File: src/rtl/turn_sequencer.sv
// turn_sequencer: play-phase controller for the 5x5 battleship game.
// Alternates player and environment turns, counts down the player's turn
// in seconds, and ends the game on victory or defeat. Every output is a
// register.
module turn_sequencer #(
    parameter int unsigned TURN_SECS = 10,         // player turn length, 1..15
    parameter int unsigned TICK_DIV  = 50_000_000  // clk cycles per second, >= 2
) (
    input  logic       clk,
    input  logic       rst,
    input  logic       start,
    input  logic       p_done,
    input  logic       e_done,
    input  logic       enemy_all_sunk,
    input  logic       player_all_sunk,
    output logic       p_turn,
    output logic       e_turn,
    output logic       timeout,
    output logic [3:0] secs_left,
    output logic [7:0] rounds,
    output logic [1:0] game_state
);

    localparam int unsigned TICK_W = $clog2(TICK_DIV);
    localparam logic [TICK_W-1:0] TICK_LAST = TICK_W'(TICK_DIV - 1);
    localparam logic [3:0] SECS_INIT = 4'(TURN_SECS);

    localparam logic [1:0] GS_PLAYING = 2'b00;
    localparam logic [1:0] GS_VICTORY = 2'b10;
    localparam logic [1:0] GS_DEFEAT  = 2'b11;

    typedef enum logic [2:0] {
        IDLE,
        P_TURN,
        P_CHECK,
        E_TURN,
        E_CHECK,
        DONE
    } state_t;

    state_t            state;
    logic [TICK_W-1:0] tick;

    // Turn sequencing, per-second countdown and registered outputs.
    always_ff @(posedge clk) begin
        if (rst) begin
            state      <= IDLE;
            tick       <= '0;
            p_turn     <= 1'b0;
            e_turn     <= 1'b0;
            timeout    <= 1'b0;
            secs_left  <= '0;
            rounds     <= '0;
            game_state <= GS_PLAYING;
        end else begin
            timeout <= 1'b0;
            unique case (state)
                IDLE: begin
                    if (start) begin
                        state     <= P_TURN;
                        p_turn    <= 1'b1;
                        secs_left <= SECS_INIT;
                        tick      <= '0;
                    end
                end
                P_TURN: begin
                    // A committed shot beats a coincident final tick wrap.
                    if (p_done) begin
                        state  <= P_CHECK;
                        p_turn <= 1'b0;
                    end else if (tick == TICK_LAST) begin
                        tick <= '0;
                        if (secs_left == 4'd1) begin
                            // Forfeit: hand over without evaluating the enemy board.
                            secs_left <= '0;
                            timeout   <= 1'b1;
                            p_turn    <= 1'b0;
                            e_turn    <= 1'b1;
                            state     <= E_TURN;
                        end else begin
                            secs_left <= secs_left - 4'd1;
                        end
                    end else begin
                        tick <= tick + TICK_W'(1);
                    end
                end
                P_CHECK: begin
                    if (enemy_all_sunk) begin
                        game_state <= GS_VICTORY;
                        state      <= DONE;
                    end else begin
                        e_turn <= 1'b1;
                        state  <= E_TURN;
                    end
                end
                E_TURN: begin
                    if (e_done) begin
                        e_turn <= 1'b0;
                        state  <= E_CHECK;
                    end
                end
                E_CHECK: begin
                    if (player_all_sunk) begin
                        game_state <= GS_DEFEAT;
                        state      <= DONE;
                    end else begin
                        if (rounds != 8'hFF) begin
                            rounds <= rounds + 8'd1;
                        end
                        p_turn    <= 1'b1;
                        secs_left <= SECS_INIT;
                        tick      <= '0;
                        state     <= P_TURN;
                    end
                end
                DONE: begin
                    p_turn <= 1'b0;
                    e_turn <= 1'b0;
                end
                default: begin
                    state <= IDLE;
                end
            endcase
        end
    end

endmodule

File: config.mk
export PLATFORM = sky130hd
export DESIGN_NAME = turn_sequencer
export DESIGN_NICKNAME = d
export VERILOG_FILES = /design/src/rtl/turn_sequencer.sv
export SDC_FILE = /design/constraint.sdc
export NUM_CORES = 1
export LEC_CHECK = 0
export ABC_AREA = 1
export BUFFER_PORTS_ARGS = -buffer_cell sky130_fd_sc_hd__buf_2
export CORE_MARGIN = 1
export CORE_UTILIZATION = 30
export DETAILED_ROUTE_END_ITERATION = 6
export GPL_ROUTABILITY_DRIVEN = 0
export HOLD_SLACK_MARGIN = 0.05
export SYNTH_ARGS = -nofsm -noshare
export SYNTH_HDL_FRONTEND = slang
export SYNTH_SLANG_ARGS = --single-unit
File: constraint.sdc
create_clock -name clk -period 3.56 [get_ports clk]
set_input_delay 0.178 -clock clk [delete_from_list [all_inputs] [get_ports clk]]
set_output_delay 0.178 -clock clk [all_outputs]
set_load 0.01 [all_outputs]
==> flow_metrics.py <==
metrics = {
    "detailed_routing": {
        "top_layer": "met4",
        "totalWireLength_um": 6640,
        "met3_wirelength_um": 270,
        "wl_per_cell_um": 11.5,
        "drc": 0,
        "first_pass_iters": 5,
        "wl_met2_um": 3020,
        "antenna_left": 0,
        "viasPerCell": 4.82,
        "wl_met1_um": 3300,
        "drt_iter0_markers": 151,
        "dr_total_vias": 2793,
    },
    "clocking": {
        "cts_buffers": 5,
        "cts_resized": 0,
        "cts_tree": "built",
        "cts_setup_buffers": 0,
        "cts_root_buffer": "clkbuf_8",
        "clk_latency_ns": 0.30,
        "clock-sinks": 46,
        "ctsHoldBuffers": 0,
        "clkTransAtPathRegs_ns": 0.09,
        "clock_path_buffers": 2,
        "htree_levels": 2,
    },
    "final_layout": {
        "drive_gt1_share_pct": 10.4,
        "nets": 481,
        "syn2layout_area_growth_pct": 9.86,
        "fill_cells": 951,
        "multiInputGateArea_um2": 1590,
        "seqCellArea_um2": 921,
        "diodes": 0,
    },
    "place": {
        "hpwl_um": 4980,
        "io_buffers": 23,
    },
    "power": {
        "power_mw": 1.80,
        "peakVddDrop_mv": 0.316,
        "powerDensity_nw_per_um2": 584,
        "leakage_nw": 1.26,
    },
    "logic_synthesis": {
        "synth_flop_cell": "dfxtp_1",
        "synthXorXnorAreaFrac_pct": 3.12,
        "synth_top_family_by_area": "simple AND/OR/NAND/NOR gates",
        "synthCells": 451,
        "synth_largest_area_cell": "dfxtp_1",
        "syn_nets": 462,
        "synth_top_area_share_pct": 32.8,
        "synth_area_um2": 2800,
        "post-synth-top-count-cell": "nand2_1",
        "synth_fa_ha_area_share_pct": 1.78,
        "synth-seq-cells": 46,
        "synth_mux_area_share_pct": 0,
        "ys_seq_area_share_pct": 32.8,
        "yosys_warnings": 0,
        "avgSynthCellArea_um2": 6.22,
        "synthTopCellsByArea": "dfxtp_1 (33%), nand2_1 (16%), nor2_1 (9.9%), nand3_1 (7.7%), inv_1 (7.5%)",
        "yosysUniqueCellTypes": 30,
        "synthSimpleGateAreaFrac_pct": 44.5,
        "synth-compound-area-share_pct": 7.27,
        "synth-async-reset-ratio_pct": 0,
        "synth-edff-count": 0,
        "synth_common_cells": "nand2_1 (119), nor2_1 (74), inv_1 (56), dfxtp_1 (46), nand3_1 (43)",
    },
    "sta": {
        "hold_viol": 0,
        "maxSlewViolCount": 0,
        "slew_headroom_pct": 40.5,
        "period_share_pct": 60.6,
        "rsz0062_at_grt": "no",
        "min_period_ns": 2.16,
        "fmax_mhz": 464,
        "setup_viol": 0,
        "fin_skew_ns": 0.00830,
        "fin_setup_tns_ns": 0,
        "max_slew.worst_pin.slew_ns": 0.891,
    },
    "worst_setup_path": {
        "critical_path.max_stage_delay_ns": 0.68,
        "critPathSlowestCell": "nor2_4",
        "cp-end-kind": "flop",
        "cp_max_fo": 40,
        "worstSetupPathType": "reg2reg",
        "cp_cell_sequence": "inv_2 -> nand2_2 -> nor2_2 -> nand2_2 -> nand2_1 -> nor2_4 -> nand2_4 -> nand2_4 -> nor2_1",
        "arrival_ns": 2.35,
        "required_ns": 3.75,
        "critical_path.startpoint_type": "flop",
    },
    "floorplanning": {
        "initial_core_util_pct": 31.5,
        "rows": 34,
        "dieWidth_um": 98.7,
        "dieHeight_um": 98.7,
        "ios": 24,
        "design.core.area_um2": 8890,
        "dieArea_um2": 9740,
    },
    "job": {
        "maxCapViolations": 0,
    },
    "grt": {
        "grt_overflow": 0,
        "grt.total_usage_pct": 14.4,
        "grt_max_degree": 41,
        "grt_pass1_wl_um": 11600,
        "antenna_found_initial": 0,
        "grt_pass1_vias": 2516,
    },
    "worst_hold_path": {
        "worstHoldPathType": "in2reg",
    },
    "status": {
        "status": "completed",
    },
}
power breakdown:
group | switching (mW) | internal, mW
Clock | 0.188 | 0.157
Combinational | 0.556 | 0.240
Sequential | 0.0766 | 0.581
cell type report:
cell class / count / share of cell area, %
Multi-Input combinational cell: 335 / 51.6
Sequential cell: 46 / 29.9
Inverter: 58 / 7.07
Tap cell: 108 / 4.39
Timing Repair Buffer: 24 / 3.98
Clock buffer: 6 / 2.68
Clock inverter: 2 / 0.406
layer usage:
metal	vias to the layer above	track usage, %
li1	1478	-
met1	1257	19.6
met2	53	23.7
met3	5	2.77
met4	0	3.10
met5	-	0
layout by cell type, fill, tap and decap left out:
cell and count:
xor2_1 7, xnor2_1 3, buf_4 1, nor3_4 1
inv_1 56, o22ai_1 1, nand2_4 2, nor2_4 1
a31oi_1 1, clkinv_2 1, clkbuf_8 6, o21ai_2 1
nand2_2 4, dfxtp_1 46, nand2_1 119, inv_2 2
nor3_1 14, clkinvlp_4 1, a211oi_1 1, o21bai_1 2
nand4_1 16, a21oi_1 25, o21ai_0 7, nor2_2 5
nand3b_1 2, buf_2 23, ha_1 4, nor2_1 74
nor4_1 1, nor3_2 1, nand3_1 43
worst paths after layout:
kind,from,end,slack [ns],cells after the start
setup / recovery,state[1],tick[19],1.40,9
hold / removal,p_done,timeout,0.10,2
setup reg to reg,state[1],tick[19],1.40,9
hold reg to reg,game_state[1],game_state[1],0.46,2
cell families after synthesis:
group,after synthesis
XOR/XNOR,10
buffers and inverters,70
flip-flops,46
AND/OR/NAND/NOR,283
adder cells (fa/ha/maj),4
AO/OA/AOI/OAI,38
state kept, by name, summed over array words and instances (netlist names):
signal and count:
rounds 8, game_state 2, state 3, tick 26
e_turn 1, p_turn 1, timeout 1, secs_left 4
worst max-delay path, delay by kind of cell, from the launching register on:
family        cells  cell delay [ns]
flops             1             0.46
simple gates      8             1.52
buf+inv           1             0.07
per-stage QoR:
| step | area (um^2) | cells | utilization [%] | setup slack, ns | hold slack [ns] |
|---|---|---|---|---|---|
| 6_report | 3080 | 579 | 34.6 | 1.40 | 0.102 |
| 5_1_grt | 3080 | 579 | 34.6 | 1.14 | 0.0912 |
| 4_1_cts | 3080 | 579 | 34.6 | 1.36 | 0.0962 |
| 3_5_place_dp | 2990 | 571 | 33.6 | 1.38 | 0.424 |
| 3_3_place_gp | 2990 | 571 | 33.6 | 1.50 | 0.438 |
| 2_1_floorplan | 2800 | 451 | - | 2.01 | 0.256 |
No activity file was read; power rests on OpenSTA's default activity.
